[config.mk]
export PLATFORM = sky130hd
export DESIGN_NAME = ctrl
export DESIGN_NICKNAME = d
export VERILOG_FILES = /design/src/rtl/ctrl.sv
export SDC_FILE = /design/constraint.sdc
export NUM_CORES = 1
export LEC_CHECK = 0
export BUFFER_PORTS_ARGS = -buffer_cell sky130_fd_sc_hd__buf_2
export CAP_MARGIN = 15
export CORE_ASPECT_RATIO = 1.1
export CORE_MARGIN = 8
export CORE_UTILIZATION = 30
export CTS_BUF_LIST = sky130_fd_sc_hd__clkbuf_8
export CTS_CLUSTER_DIAMETER = 40
export DETAILED_ROUTE_END_ITERATION = 6
export PLACE_DENSITY = 0.81
export SLEW_MARGIN = 20
export SYNTH_ARGS = -nofsm -noshare
export SYNTH_HDL_FRONTEND = slang
export SYNTH_SLANG_ARGS = --single-unit
[constraint.sdc]
create_clock -name clk -period 1.7 [get_ports clk]
set_input_delay 0.34 -clock clk [delete_from_list [all_inputs] [get_ports clk]]
set_output_delay 0.34 -clock clk [all_outputs]
set_load 0.02 [all_outputs]
[src/rtl/ctrl.sv]
// ctrl: main control decoder for the single-issue RV32I core.
// Decodes opcode/func3/func7/branch result into datapath selects, and holds
// the two-phase load sequencer bit and the NOP-injection flag.
// Optional feature macro: CTRL_AUIPC_EN (when undefined, AUIPC decodes as unknown).
module ctrl (
  input  logic       clk,
  input  logic       rst,
  input  logic [4:0] opcode,
  input  logic [2:0] func3,
  input  logic [6:0] func7,
  input  logic       b,
  output logic [2:0] imm_type,
  output logic       alu1_sel,
  output logic       alu2_sel,
  output logic [3:0] alu_op,
  output logic [1:0] rd_sel,
  output logic       reg_wr,
  output logic [1:0] pc_sel,
  output logic [1:0] mem_sel,
  output logic [2:0] cmp_op,
  output logic [2:0] sel_type,
  output logic [1:0] inst_sel
);

  localparam int unsigned OPC_W = 5;
  localparam int unsigned ALU_W = 4;

  localparam logic [OPC_W-1:0] OPC_OP     = 5'b01100;
  localparam logic [OPC_W-1:0] OPC_OP_IMM = 5'b00100;
  localparam logic [OPC_W-1:0] OPC_LOAD   = 5'b00000;
  localparam logic [OPC_W-1:0] OPC_STORE  = 5'b01000;
  localparam logic [OPC_W-1:0] OPC_BRANCH = 5'b11000;
  localparam logic [OPC_W-1:0] OPC_JAL    = 5'b11011;
  localparam logic [OPC_W-1:0] OPC_JALR   = 5'b11001;
  localparam logic [OPC_W-1:0] OPC_LUI    = 5'b01101;
`ifdef CTRL_AUIPC_EN
  localparam logic [OPC_W-1:0] OPC_AUIPC  = 5'b00101;
`endif

  localparam logic [ALU_W-1:0] ALU_ADD  = 4'd0;
  localparam logic [ALU_W-1:0] ALU_SUB  = 4'd1;
  localparam logic [ALU_W-1:0] ALU_SLL  = 4'd2;
  localparam logic [ALU_W-1:0] ALU_SLT  = 4'd3;
  localparam logic [ALU_W-1:0] ALU_SLTU = 4'd4;
  localparam logic [ALU_W-1:0] ALU_XOR  = 4'd5;
  localparam logic [ALU_W-1:0] ALU_SRL  = 4'd6;
  localparam logic [ALU_W-1:0] ALU_SRA  = 4'd7;
  localparam logic [ALU_W-1:0] ALU_OR   = 4'd8;
  localparam logic [ALU_W-1:0] ALU_AND  = 4'd9;

  localparam logic [6:0] F7_ALT = 7'b0100000;

  logic load_phase;
  logic next_nop;
  logic is_load;
  logic nop_trigger;
  logic [ALU_W-1:0] arith_op;

  assign is_load     = (opcode == OPC_LOAD);
  assign nop_trigger = (opcode == OPC_STORE) || (opcode == OPC_JAL) ||
                       (opcode == OPC_JALR) || ((opcode == OPC_BRANCH) && b);

  // Load sequencer phase and one-cycle NOP-injection flag.
  always_ff @(posedge clk or negedge rst) begin
    if (!rst) begin
      load_phase <= 1'b0;
      next_nop   <= 1'b0;
    end else begin
      load_phase <= is_load ? ~load_phase : 1'b0;
      next_nop   <= nop_trigger;
    end
  end

  // Arithmetic op from func3/func7; SUB only for register-register form.
  always_comb begin
    arith_op = ALU_ADD;
    unique case (func3)
      3'b000: arith_op = ((opcode == OPC_OP) && (func7 == F7_ALT)) ? ALU_SUB : ALU_ADD;
      3'b001: arith_op = ALU_SLL;
      3'b010: arith_op = ALU_SLT;
      3'b011: arith_op = ALU_SLTU;
      3'b100: arith_op = ALU_XOR;
      3'b101: arith_op = (func7 == F7_ALT) ? ALU_SRA : ALU_SRL;
      3'b110: arith_op = ALU_OR;
      3'b111: arith_op = ALU_AND;
      default: arith_op = ALU_ADD;
    endcase
  end

  // Opcode decode of the datapath selects; defaults describe an unknown opcode.
  always_comb begin
    imm_type = 3'b000;
    alu1_sel = 1'b0;
    alu2_sel = 1'b1;
    alu_op   = ALU_ADD;
    rd_sel   = 2'b10;
    reg_wr   = 1'b0;
    pc_sel   = 2'b01;
    mem_sel  = 2'b00;
    case (opcode)
      OPC_OP: begin
        alu2_sel = 1'b0;
        alu_op   = arith_op;
        reg_wr   = 1'b1;
      end
      OPC_OP_IMM: begin
        imm_type = 3'b100;
        alu_op   = arith_op;
        reg_wr   = 1'b1;
      end
      OPC_LOAD: begin
        imm_type = 3'b100;
        rd_sel   = 2'b11;
        reg_wr   = load_phase;
        pc_sel   = load_phase ? 2'b01 : 2'b10;
        mem_sel  = load_phase ? 2'b00 : 2'b01;
      end
      OPC_STORE: begin
        imm_type = 3'b011;
        mem_sel  = 2'b01;
      end
      OPC_BRANCH: begin
        imm_type = 3'b101;
        alu1_sel = 1'b1;
        pc_sel   = b ? 2'b00 : 2'b01;
      end
      OPC_JAL: begin
        imm_type = 3'b010;
        alu1_sel = 1'b1;
        rd_sel   = 2'b01;
        reg_wr   = 1'b1;
        pc_sel   = 2'b00;
      end
      OPC_JALR: begin
        imm_type = 3'b100;
        rd_sel   = 2'b01;
        reg_wr   = 1'b1;
        pc_sel   = 2'b00;
      end
      OPC_LUI: begin
        imm_type = 3'b001;
        rd_sel   = 2'b00;
        reg_wr   = 1'b1;
      end
`ifdef CTRL_AUIPC_EN
      OPC_AUIPC: begin
        imm_type = 3'b001;
        alu1_sel = 1'b1;
        reg_wr   = 1'b1;
      end
`endif
      default: begin
        imm_type = 3'b000;
      end
    endcase
  end

  // Comparator op and load/store width, straight from func3.
  always_comb begin
    cmp_op   = 3'b000;
    sel_type = 3'b010;
    case (func3)
      3'b000: begin cmp_op = 3'b000; sel_type = 3'b000; end
      3'b001: begin cmp_op = 3'b001; sel_type = 3'b001; end
      3'b010: begin cmp_op = 3'b000; sel_type = 3'b010; end
      3'b011: begin cmp_op = 3'b000; sel_type = 3'b010; end
      3'b100: begin cmp_op = 3'b010; sel_type = 3'b011; end
      3'b101: begin cmp_op = 3'b011; sel_type = 3'b100; end
      3'b110: begin cmp_op = 3'b100; sel_type = 3'b010; end
      3'b111: begin cmp_op = 3'b101; sel_type = 3'b010; end
      default: begin cmp_op = 3'b000; sel_type = 3'b010; end
    endcase
  end

  // Instruction-path select: injected NOP wins over holding during load phase 0.
  always_comb begin
    inst_sel = 2'b00;
    if (next_nop) begin
      inst_sel = 2'b01;
    end else if (is_load && !load_phase) begin
      inst_sel = 2'b10;
    end
  end

endmodule

**Word-level counts from Yosys, hierarchy flattened**

Memories as Yosys holds them, arrays and structs flattened.
Cells that the tools add are included.

- Equality and inequality tests: 15
- Mux-type cells: 17
- Bitwise gates (word level): 1
- Reductions and logical operators: 14

Operator list:

| kind | count |
|---|---|
| $pmux W4 S8 | 1 |
| $eq A5 B4 Y1 const B | 3 |
| $eq A5 B5 Y1 const B | 3 |
| $pmux W3 S5 | 1 |
| $eq A3 B3 Y1 const B | 4 |
| $pmux W2 S3 | 2 |
| $eq A7 B6 Y1 const B | 1 |
| $mux W1 | 7 |
| $eq A3 B2 Y1 const B | 2 |
| $mux W2 | 3 |
| $reduce_or A2 Y1 | 3 |
| $eq A5 B3 Y1 const B | 1 |
| $logic_not A5 Y1 | 1 |
| $reduce_or A5 Y1 | 1 |
| $mux W4 | 1 |
| $pmux W1 S2 | 2 |
| $eq A3 B1 Y1 const B | 1 |
| $logic_and A1 B1 Y1 | 3 |
| $logic_not A3 Y1 | 1 |
| $logic_or A1 B1 Y1 | 3 |
| $reduce_or A3 Y1 | 1 |
| $logic_not A1 Y1 | 1 |
| $not A1 Y1 | 1 |

- Bits in registers: 2
- Memory bits (read-only): 48
- Input bits: 18
- Output and inout bits: 24
- Word-level logic and storage cells: 50
- Memories: 1

Memory list:

| name | depth | width | read ports | clocked after Yosys merged registers in | wr ports | RTL line | source |
|---|---|---|---|---|---|---|---|
| (name not given) | 8 | 6 | 1 | 0 | 0 | 162 | `case (func3)` |

**Longest topological paths before layout**

Gate-level depths: netlist of run 1.

- Depth after elaboration: 5
- Gate-level depth with buffers: 5
- Mapped depth without buffers: 4

**Worst setup path before layout of run 1**

No wires, ideal clock.

- Path type: input to output
- Start: input func7[1]
- End: output alu_op[0]
- Arrival time: 1578 ps
- Required time: 1360 ps
- Setup slack: -218 ps
- Cell stages on the path: 4
- Path buffers: 0
- Path through: or4b_1 nor4_1 o311ai_1 a221oi_2

- Longest elaborated chain between the ends: 5
- Elaborated cells between the ends (all ways): 6
- Classes of those cells: eq/ne: 1; mux: 4; reduce/logical: 1

RTL lines:

| element | RTL line | source |
|---|---|---|
| start: declaration | 10 | `input logic [6:0] func7,` |
| $eq A7 B6 Y1 * | 78, 83 |  |
| $logic_and A1 B1 Y1 | 78 | `3'b000: arith_op = ((opcode == OPC_OP) && (func7 == F7_ALT)) ? ALU_SUB : ALU_ADD;` |
| $mux W1 | 78 |  |
| $pmux W4 S8 * | 77 | `unique case (func3)` |
| $mux W4 * | 100 | `case (opcode)` |
| end: declaration | 15 | `output logic [3:0] alu_op,` |

Mark *: on every way between the ends. The rest lies on a longest branch, timed or not.

**Worst setup path after layout of run 1**

Same ends and word-level chain as after synthesis.

==> results.md, run 1 <==
- The flow ran to the end, but the final reports show violations.
- The final reports fail on setup timing.
- The synthesized design contains 2 register bits.
- The number of flops mapped to enable cells by yosys is 0.
- The highest attainable clock frequency is around 500 MHz.
- The required time at the endpoint of the critical path is 1360 ps.
- The dominant register cell in the synthesized netlist is sky130_fd_sc_hd__dfrtp_1.
- The maximum buffer depth of the clock tree is 2.
- sky130_fd_sc_hd__nor2_1 is the most common cell in the netlist.
- The number of antenna violations at the first check in global routing is 0.
- The Yosys warning count is 0.
- By area the synthesized netlist is led by sky130_fd_sc_hd__dfrtp_1, sky130_fd_sc_hd__nor2_1, sky130_fd_sc_hd__a21oi_1.
- The share of the Yosys chip area taken by registers is 11.4%.
- The H-tree depth is 1.
- The max-slew violation count is 0.
- TritonCTS built the clock tree.
- The critical path in this run is classified as input port to primary output.
- Global routing finished with a remaining overflow of 0.
- Setup repair after global routing could not meet its margin everywhere.
- The via count of the first global-routing pass is 640.
- Counting flops with an async set or reset pin after synthesis yields a share of 100%.
- Setup slack on the critical path of the routed design comes to -284 ps.
- The count of standard-cell rows is 14.
- The biggest area consumer among synthesized cells is sky130_fd_sc_hd__dfrtp_1.
- STA classifies the critical path endpoint as a primary output.
- The area of the die is roughly 3000 um^2.
- Across the routed clock network, the largest skew measured is 0 ps.
- The number of filler cells placed in the layout is ~130.
- The maximum fanout encountered on the critical timing path is 1.
- Summing internal, switching and leakage power gives between 0.4 and 0.5 mW.
- The placed instances occupy a cell area of about 700 um^2.
- CTS saw 2 sinks.
- The number of different library cells used by synthesis comes to 31.
- Across the run, the number of max-cap violations was 0.
- Across all hold checks on the routed design, the worst slack comes to ~450 ps.
- The cell area that synthesis handed to floorplanning was between 400 and 500 um^2.
- The starting utilization of the core area is ~32%.
- The maximum number of pins on one net before global-route repair is 14.
- The HPWL after detailed placement is approximately 1400 um.
- In this run the remaining antenna-violating nets after routing total 0.
- The number of input and output port buffers inserted is 40.
- After synthesis, the most frequently instantiated cells are sky130_fd_sc_hd__nor2_1, sky130_fd_sc_hd__nand2_1, sky130_fd_sc_hd__a21oi_1.
- In the routed layout, each cell is associated on average with a via count of roughly 5.0.
- The number of nets in the synthesized netlist is 89.
- The synthesized area per cell is a little over 6 um^2.
- The core region is ~1400 um^2.
- The final critical path takes up 117% of the cycle.
- In the routed design, unresolved DRC markers number 0.
- Pin placement for this block handled 42 I/O pins.
- Routability-driven placement finished with a final weighted congestion of approximately 0.9.
- Counting the buffers created by CTS gives 3.
- The layout overhead on the synthesized area is 93.5%.
- In the final routed layout, each cell accounts on average for between 10 and 15 um.
- The number of setup violations in the final report is 4.
- The share of final-layout standard cells stronger than drive strength 1 is ~57%.
- CTS placed an instance of sky130_fd_sc_hd__clkbuf_8 at the clock tree root.
- The arrival time at the worst endpoint is about 1600 ps.
- The number of DRC markers in iteration 0 is 5.
- The shortest clock period the worst path allows after layout is 1980 ps.
- The first-pass GRT wire length is roughly 2500 um.
- VDD sags by at most between 0.0004 and 0.0005 V.
- The finished cells cover between 800 and 900 um^2.
- Measured on the finished design, the core utilization comes to between 60% and 70%.
- Global routing used roughly a tenth of the available tracks across all layers.
- The top-area cell type share of the netlist area is about 11%.
- The number of antenna diodes in the final layout is 0.
- After clock tree synthesis, the clock-pin slew on the worst setup and hold paths is roughly 30 ps.
- The static leakage is roughly 0.44 nW.
- The overall die height is 56.2 um.
- The first-pass iteration count of the detailed router is 5.
- The number of placed instances, taps included, is ~130.
- In the final design database the tool counted 138 nets.
- The cell count after synthesis is 71.
- The die extent in x is 52.5 um.
- For the worst-skew pair, the clock arrives at the later sink with an insertion delay of ~200 ps.
- For this block, the routed nets add up to roughly 1700 um of wire.
- The tightest min-delay check is of the input port to asynchronous set/reset pin type.
- The count of placed standard cells in the final layout, fillers left out is ~130.
- The total via count in the routed design is 672.
- The startpoint type of the worst setup path is an input port.
- The power per cell area is 476 nW/um^2.
- The final hold violation count is 0.
## path summary, 6_finish.rpt
path / from / to / slack, ps / depth (start not counted)
min: rst / next_nop$_DFF_PN0_ / 450 / 2
min reg2reg: load_phase$_DFF_PN0_ / load_phase$_DFF_PN0_ / 610 / 2
max reg2reg: load_phase$_DFF_PN0_ / load_phase$_DFF_PN0_ / 650 / 2
max in group asynchronous: rst / load_phase$_DFF_PN0_ / 1150 / 2
max: func7[1] / alu_op[0] / -280 / 6
min in group clk: opcode[2] / load_phase$_DFF_PN0_ / 490 / 3
## registers in the layout (all words and copies together), names as in the netlist
name and cells:
load_phase 1, next_nop 1
## critical path, cell delays in order
cell and delay, ps:
sky130_fd_sc_hd__buf_6 90, sky130_fd_sc_hd__or4b_4 540, sky130_fd_sc_hd__nor4_4 140, sky130_fd_sc_hd__o311ai_1 140
sky130_fd_sc_hd__a221oi_2 220, sky130_fd_sc_hd__buf_4 180
## layer usage
metal	wire (um)	track usage (%)	vias to the layer above
met5	0	0	-
met4	8	3.33	0
met3	246	4.81	2
met2	824	17.5	38
met1	624	10.4	294
li1	-	-	338
## power by group
group | switching [mW] | internal (mW)
registers | 0.00117 | 0.0494
logic | 0.0991 | 0.0762
clock network | 0.0306 | 0.149
total | 0.131 | 0.275
## cells in the final DEF, fill, tap and decap left out, types with 2 or more instances in the layout
| cell type | count |
|---|---|
| sky130_fd_sc_hd__nand2_1 | 7 |
| sky130_fd_sc_hd__inv_1 | 4 |
| sky130_fd_sc_hd__clkbuf_8 | 3 |
| sky130_fd_sc_hd__nor2_4 | 2 |
| sky130_fd_sc_hd__nor2b_1 | 2 |
| sky130_fd_sc_hd__buf_6 | 6 |
| sky130_fd_sc_hd__nand3_1 | 4 |
| sky130_fd_sc_hd__nor2_1 | 11 |
| sky130_fd_sc_hd__dfrtp_1 | 2 |
| sky130_fd_sc_hd__buf_2 | 31 |
| sky130_fd_sc_hd__nor3_1 | 3 |
| sky130_fd_sc_hd__a21oi_1 | 6 |
| sky130_fd_sc_hd__nand2b_1 | 2 |
| sky130_fd_sc_hd__buf_4 | 13 |
## cell families after synthesis
logic type	after synthesis	synth area share, %
simple gates	41	48.3
compound gates	13	21.3
buf+inv	12	13.9
flops	2	11.4
xor+xnor	1	1.99
mux	1	2.27
other cells	1	0.851
## final cells by class
type	count	area, um^2	area share, %
inverter	5	23.8	2.79
timing repair buffer	51	330	38.8
clock buffer	3	41.3	4.85
tap	16	20.0	2.35
sequential	2	50.0	5.87
multi-input combinational	57	387	45.4
## metrics by stage
stage / setup slack (ps) / setup TNS (ps)
3_5_place_dp: -354 / -942
5_1_grt: -366 / -927
4_1_cts: -293 / -729
3_3_place_gp: -302 / -865
2_1_floorplan: -218 / -455
6_report: -284 / -732
## timing repair
| item | in CTS | in global routing |
|---|---|---|
| setup endpoints to repair | 5 | 8 |
| hold buffers | 1 | 0 |
| hold endpoints to repair | 2 | 0 |
| gates resized for setup | 12 | 10 |
| buffers inserted | 0 | 1 |
| pin swaps | 2 | 2 |
Power figures use the tool's default switching activity.
==> run 2, diff against run 1 <==
- ABC_AREA: default -> 1
- PLACE_DENSITY: 0.81 -> 0.78
- RECOVER_POWER: default -> 100
- clock period: 1.7 -> 2.25 ns (I/O delays scaled with it)
==> results.md, run 2 <==
- The clock network power share is 50.3% (+6.0 points).
- The max-slew violation count was 0 (unchanged).
- The net count of the mapped netlist is 105 (+18%).
- The via count of the first global-routing pass is 631 (-1.4%).
- The simple-gate area share of the yosys netlist was 56.0% (+7.7 points).
- The placement-stage cell area came to 654 um^2 (-6.6%).
- The layout overhead on the synthesized area is 47.4%.
- The worst register-to-register path ends at load_phase$_DFF_PN0_.
- The maximum buffer depth of the clock tree is 2 (unchanged).
- The launch point of the worst path is opcode[1].
- The fraction of synthesized area in multiplexers is 0% (-2.3 points).
- The die extent in x is 52.9 um (+0.69%).
- The number of library cell types mapped by synthesis came to 20 (-35%).
- The internal power is 0.181 mW (-34%).
- The count of placed standard cells in the final layout, fillers left out is 144 (+7.5%).
- TritonCTS built the clock tree.
- The remaining routing DRC violations came to 0 (unchanged).
- The HPWL after detailed placement is 1290 um (-5.8%).
- By area, the combinational part of the netlist is dominated by simple AND/OR/NAND/NOR gates.
- The overall fraction of global-route tracks in use was 9.17% (-1.1 points).
- The clock sink count is 2 (unchanged).
- The count of maximum capacitance violations was 0 (unchanged).
- The first-pass GRT wire length came to 2340 um (-5.0%).
- The synthesized area per cell is 5.16 um^2 (-17%).
- The area of the die is 2990 um^2 (+1.4%).
- Setup repair after global routing left no endpoint under its margin.
- The Yosys warning count is 0 (unchanged).
- The post-route cell area is 662 um^2 (-22%).
- The required time at the endpoint of the critical path was 1800 ps (+440 ps).
- Ranked by instance count, the synthesized netlist is headed by sky130_fd_sc_hd__nand2_1, sky130_fd_sc_hd__inv_1, sky130_fd_sc_hd__nor2_1, sky130_fd_sc_hd__nand3_1.
- The number of routed nets with antenna violations was 0 (unchanged).
- The number of input and output port buffers inserted is 40 (unchanged).
- The share of total power consumed by net switching was 33.1% (+0.83 points).
- The post-layout net count is 148 (+7.2%).
- The library cells used most frequently in the layout, excluding fill and tap cells, are sky130_fd_sc_hd__nand2_1, sky130_fd_sc_hd__clkbuf_1, sky130_fd_sc_hd__buf_2, sky130_fd_sc_hd__inv_1, sky130_fd_sc_hd__nor2_1.
- The period utilization is approximately 85%.
- The path class of the tightest hold or removal check is input port to asynchronous set/reset pin.
- The slack of the worst reg-to-reg path is 1590 ps (+940 ps).
- The wire length per cell is 9.94 um (-22%).
- The number of diodes came to 0 (unchanged).
- The maximum number of pins on one net before global-route repair came to 7 (-7).
- The clock latency of the later-clocked register in the worst-skew pair is 210 ps (about the same).
- Counting I/O delays and the setup requirement, the final critical path takes 1900 ps.
- The worst setup path is captured at a primary output.
- The final setup skew is 0 ps (unchanged).
- By area the synthesized netlist is led by sky130_fd_sc_hd__nand2_1, sky130_fd_sc_hd__inv_1, sky130_fd_sc_hd__dfrtp_1.
- The number of cell instances on the worst register-to-register path came to 1 (-1).
- The number of setup buffers added after CTS came to 0 (unchanged).
- The share of total power in sequential cells is 14.2% (+1.7 points).
- The routability congestion estimate from global placement is 0.827 (-5.8%).
- The first-pass iteration count of the detailed router was 4 (-1).
- The count of standard-cell rows is 14 (unchanged).
- The biggest area contributor in the post-synthesis netlist is sky130_fd_sc_hd__nand2_1.
- The clock-pin slew on the worst setup and hold paths was 30 ps (about the same).
- The arrival time at the worst endpoint is 1450 ps (-190 ps).
- The reg-to-reg critical path startpoint is load_phase$_DFF_PN0_.
- The worst IR drop on VDD is 0.000197 V (-53%).
- The count of hold-fix buffers inserted at cts was 0 (-1).
- The number of gates resized after CTS is 0 (-12).
- The global-route congestion overflow total is 0 (unchanged).
- Static timing analysis puts the maximum clock frequency at 525 MHz.
- For this run, the leading register cell type out of synthesis is sky130_fd_sc_hd__dfrtp_1.
- The cell sitting at the root of the clock tree is a sky130_fd_sc_hd__clkbuf_8.
- The TritonCTS buffer count came to 3 (unchanged).
- The share of synthesized flip-flops with an asynchronous set or reset was 100% (unchanged).
- The power per cell area came to 409 nW/um^2 (-14%).
- The starting utilization of the core area is 32.5% (+0.22 points).
- The number of setup violations in the final report came to 0 (-4).
- In the final layout, the registers with the most flip-flops are load_phase x1, next_nop x1.
- The detailed-route wire length is 1430 um (-16%).
- The total I/O pin count was 42 (unchanged).
- The area fraction in compound gates after synthesis is 10.9% (-10 points).
- The critical path class is input port to primary output.
- The most common cell in the synthesized netlist is sky130_fd_sc_hd__nand2_1.
- The most frequent standard cell in the layout excluding fill and tap cells is sky130_fd_sc_hd__nand2_1.
- The startpoint type of the worst setup path is an input port.
- The area of the mapped netlist was 449 um^2 (+2.0%).
- The cell count after synthesis came to 87 (+23%).
- The net switching power is 0.0897 mW (-31%).
- The number of flops mapped to enable cells by yosys is 0 (unchanged).
- The number of cells after detailed placement is 141 (+9.3%).
- The via density per instance was 4.40 (-12%).
- The sequential-to-total area share from yosys stat is 11.1% (-0.22 points).
- The total via count in the routed design is 633 (-5.8%).
- The maximum fanout encountered on the critical timing path is 6 (+5).
- The combinational share of power is 35.5% (-7.7 points).
- The overall die height is 56.6 um (+0.70%).
- The setup total negative slack is 0 ps (+732 ps).
- The final hold slack is 24.1 ps (-430 ps).
- The run finished with clean final reports.
- The power consumption was 0.271 mW (-33%).
- The H-tree depth is 1 (unchanged).
- The final hold violation count is 0 (unchanged).
- The placeable core region was 1380 um^2 (+1.3%).
- The number of antenna violations at the first check in global routing is 0 (unchanged).
- The static leakage is 0.389 nW (-12%).
- The share of final-layout standard cells stronger than drive strength 1 is 26.6% (-30 points).
- The number of DRC markers in iteration 0 is 4 (-1).
- The share of synthesized cell area in full adder, half adder and majority cells is 0% (unchanged).
- The top-area cell type share of the netlist area is 18.4% (+7.0 points).
- The flip-flop and latch count after synthesis was 2 (unchanged).
- The xor-xnor portion of the synthesized cell area is 1.95% (-0.039 points).
[run 2: changes by cell type in the layout (fill, tap and decap cells not counted), sizes merged, moves of 4 or more]
cell    delta
buf       -31
clkbuf    +21
inv       +15
nand2     +15
nor2       +6
nand3      +4
[run 2: kinds of logic (layout without fill, tap and decap cells)]
| group | count (synthesis) | after routing |
|---|---|---|
| xor gates and xnor gates | 1 | 1 |
| buffers and inverters | 21 | 62 |
| AOI/OAI and AO/OA | 9 | 9 |
| and+or+nand+nor | 53 | 53 |
| DFF | 2 | 2 |
| other | 1 | 1 |
[run 2: power by group through the flow]
stage	Combinational [mW]	Sequential (mW)	Clock [mW]
final	0.0963	0.0385	0.136
after global routing	0.108	0.0387	0.143
after CTS	0.103	0.0384	0.139
after detailed placement	0.102	0.0388	0
after global placement	0.101	0.0387	0
after floorplan	0.0611	0.0386	0
[run 2: final cells by class]
| type | instances | area [um^2] |
|---|---|---|
| Tap cell | 16 | 20.0 |
| Fill cell | 162 | 722 |
| Multi-Input combinational cell | 64 | 305 |
| Timing Repair Buffer | 40 | 174 |
| Sequential cell | 2 | 50.0 |
| Inverter | 19 | 71.3 |
| Clock buffer | 3 | 41.3 |
[run 2: metal layers]
| layer | wire length, um | GRT usage, % | vias up | share of wire (%) |
|---|---|---|---|---|
| li1 | - | - | 340 | - |
| met4 | 0 | 1.11 | 0 | 0 |
| met3 | 218 | 4.74 | 0 | 15 |
| met1 | 606 | 10.5 | 260 | 42 |
| met5 | 0 | 0 | - | 0 |
| met2 | 607 | 14.9 | 33 | 42 |
[run 2: how the worst max path moves through the flow]
stage / end / slack [ps] / cells past startpoint
floorplan: reg_wr / 420 / 6
global placement: pc_sel[1] / 470 / 7
detailed placement: pc_sel[1] / 420 / 7
CTS: pc_sel[1] / 420 / 7
global route: alu_op[0] / 220 / 7
finish: alu_op[0] / 350 / 7
[run 2: worst max-delay path, stage by stage]
cell,delay [ps]
sky130_fd_sc_hd__buf_2,130
sky130_fd_sc_hd__nor2_4,170
sky130_fd_sc_hd__nand2_1,160
sky130_fd_sc_hd__nor2_1,140
sky130_fd_sc_hd__a21oi_1,50
sky130_fd_sc_hd__a21oi_1,110
sky130_fd_sc_hd__clkbuf_1,250
[run 2: per-stage QoR]
step	util, %	setup WS (ps)
2_1_floorplan	-	416
3_3_place_gp	47.3	474
3_5_place_dp	47.3	422
4_1_cts	50.3	417
5_1_grt	47.8	217
6_report	47.8	346
==> run 3, diff against run 2 <==
- PLACE_DENSITY: 0.78 -> 0.8
- clock period: 2.25 -> 1.52 ns (I/O delays scaled with it)
==> results.md, run 3 (synthesized netlist as in run 2, its figures left out) <==
- The first-pass GRT wire length is 2730 um (+17%).
- The clock-pin slew on the worst setup and hold paths is 30 ps (about the same).
- The maximum fanout encountered on the critical timing path is 5 (-1).
- The critical path ends at pc_sel[1].
- The worst IR drop on VDD was 0.000211 V (+7.4%).
- The max-slew violation count is 0 (unchanged).
- The final hold violation count came to 0 (unchanged).
- The signal on the critical path passes through buf_2, inv_1, nand3_2, nor2_4, inv_4, nor2_1, buf_4.
- The largest registers in the layout are load_phase x1, next_nop x1.
- The total via count in the routed design was 665 (+5.1%).
- The wire length per cell is 11.5 um (+16%).
- The worst setup slack before clock tree synthesis is 5.52 ps (-416 ps).
- The routability congestion estimate from global placement is 0.795 (-3.8%).
- The number of filler cells placed in the layout is 146 (-9.9%).
- The number of routed nets with antenna violations is 0 (unchanged).
- The number of DRC markers in iteration 0 was 15 (+11).
- The starting utilization of the core area is 32.5% (unchanged).
- The total I/O pin count is 42 (unchanged).
- The placeable core region is 1380 um^2 (unchanged).
- The maximum buffer depth of the clock tree came to 2 (unchanged).
- The reg-to-reg critical path startpoint is load_phase$_DFF_PN0_.
- The overall fraction of global-route tracks in use is 11.2% (+2.0 points).
- The remaining routing DRC violations is 0 (unchanged).
- The power per cell area is 567 nW/um^2 (+39%).
- The TritonCTS buffer count was 3 (unchanged).
- The count of maximum capacitance violations is 0 (unchanged).
- The overall die height is 56.6 um (unchanged).
- Compared with the post-synthesis result, the final layout area differs by 71.6%.
- The end of the worst register-to-register path is load_phase$_DFF_PN0_.
- The first-pass iteration count of the detailed router is 4 (unchanged).
- The run finished with clean final reports.
- The via density per instance is 4.52 (+2.9%).
- The launch point of the worst path is opcode[4].
- The area of the die is 2990 um^2 (unchanged).
- The final setup skew is 0 ps (unchanged).
- On the critical path, the stage with the largest delay is an instance of sky130_fd_sc_hd__buf_4.
- The number of setup violations in the final report is 0 (unchanged).
- The static leakage is 0.488 nW (+25%).
- The clock sink count is 2 (unchanged).
- The setup total negative slack is 0 ps (unchanged).
- The cell sitting at the root of the clock tree is a sky130_fd_sc_hd__clkbuf_8.
- The power consumption is 0.437 mW (+61%).
- Of the available clock period, the critical path in the final layout requires between 90% and 100%.
- Derived from the worst setup path, the maximum achievable clock frequency is between 600 and 700 MHz.
- The final core utilization is 55.7% (+7.9 points).
- The kind of end point of the critical path is a primary output.
- The maximum number of pins on one net before global-route repair was 6 (-1).
- The number of cells after detailed placement is 142 (+0.71%).
- The arrival time at the worst endpoint is 1190 ps (-260 ps).
- The count of placed standard cells in the final layout, fillers left out is 147 (+2.1%).
- The worst setup path is launched from an input port.
- The critical path is of the input port to primary output type.
- The slack of the worst reg-to-reg path came to 840 ps (-750 ps).
- The via count of the first global-routing pass was 678 (+7.4%).
- The path type of the worst min-delay path is input port to register.
- The clock latency of the later-clocked register in the worst-skew pair is 210 ps (about the same).
- The H-tree depth was 1 (unchanged).
- The post-layout net count is 151 (+2.0%).
- The critical path's largest stage delay came to 170 ps (-80 ps).
- The number of diodes came to 0 (unchanged).
- The clock tree from TritonCTS is built.
- The number of cell instances on the worst register-to-register path is 1 (unchanged).
- In the layout the commonest cells are sky130_fd_sc_hd__buf_2, sky130_fd_sc_hd__nand2_1, sky130_fd_sc_hd__inv_1, sky130_fd_sc_hd__nor2_1.
- The number of input and output port buffers inserted was 40 (unchanged).
- The required time at the endpoint of the critical path was 1220 ps (-580 ps).
- The global-route congestion overflow total is 0 (unchanged).
- The share of final-layout standard cells stronger than drive strength 1 came to 48.1% (+22 points).
- The area of the multi-input gates was 329 um^2 (+7.8%).
- The most frequent standard cell in the layout excluding fill and tap cells is sky130_fd_sc_hd__buf_2.
- The number of antenna violations at the first check in global routing is 0 (unchanged).
- The area of all sequential standard cells is 50.0 um^2 (unchanged).
- The final worst setup slack was 25.0 ps (-321 ps).
- Setup repair after global routing could not meet its margin everywhere.
- The die extent in x came to 52.9 um (unchanged).
- The count of standard-cell rows is 14 (unchanged).
- The HPWL after detailed placement was 1360 um (+5.6%).
- The worst path in the final design needs a cycle of around 1500 ps, including I/O delays and setup.
- The detailed-route wire length came to 1690 um (+18%).
[run 3: through the flow]
stage | hold slack (ps) | cell area [um^2]
after detailed placement | 93.0 | 666
final | 403 | 771
after global placement | 89.9 | 666
after global routing | 425 | 771
after floorplan | 8.41 | 453
after CTS | 404 | 717
[run 3: layer usage]
metal	vias up	share of wire, %	GRT usage, %
li1	349	-	-
met5	-	0	0
met2	25	55	21.5
met1	282	34	10.3
met3	9	6.0	1.05
met4	0	4.7	6.67
[run 3: what timing repair did]
action	CTS	global route
hold buffers	1	0
setup endpoints to repair	0	7
hold endpoints to repair	2	0
setup buffers	0	1
resized for setup	0	16
[run 3: worst min path at each step]
stage / start / end / slack [ps] / cells past startpoint
floorplan: rst / load_phase$_DFF_PN0_ / 8 / 0
global placement: rst / load_phase$_DFF_PN0_ / 90 / 1
detailed placement: rst / next_nop$_DFF_PN0_ / 90 / 1
CTS: b / next_nop$_DFF_PN0_ / 400 / 3
global route: b / next_nop$_DFF_PN0_ / 430 / 3
finish: b / next_nop$_DFF_PN0_ / 400 / 3
[run 3: report_power, final]
| part | leakage (nW) | total, mW | switching (mW) | internal (mW) |
|---|---|---|---|---|
| Sequential | 0.0274 | 0.0571 | 0.00172 | 0.0554 |
| Combinational | 0.439 | 0.168 | 0.103 | 0.0652 |
| Clock | 0.0216 | 0.212 | 0.0442 | 0.168 |
| Total | 0.488 | 0.437 | 0.149 | 0.288 |
[run 3: worst max-delay path, delay by kind of cell]
kind	cells	cell delay, ps
buf+inv	4	490
simple gates	3	390
[run 3: layout make-up]
cell class / instances / area share, %
multi-input cells: 64 / 42.7
repair buffers: 43 / 33.3
inverters: 19 / 9.58
flip-flops and latches: 2 / 6.49
clock buffers: 3 / 5.36
well taps: 16 / 2.60
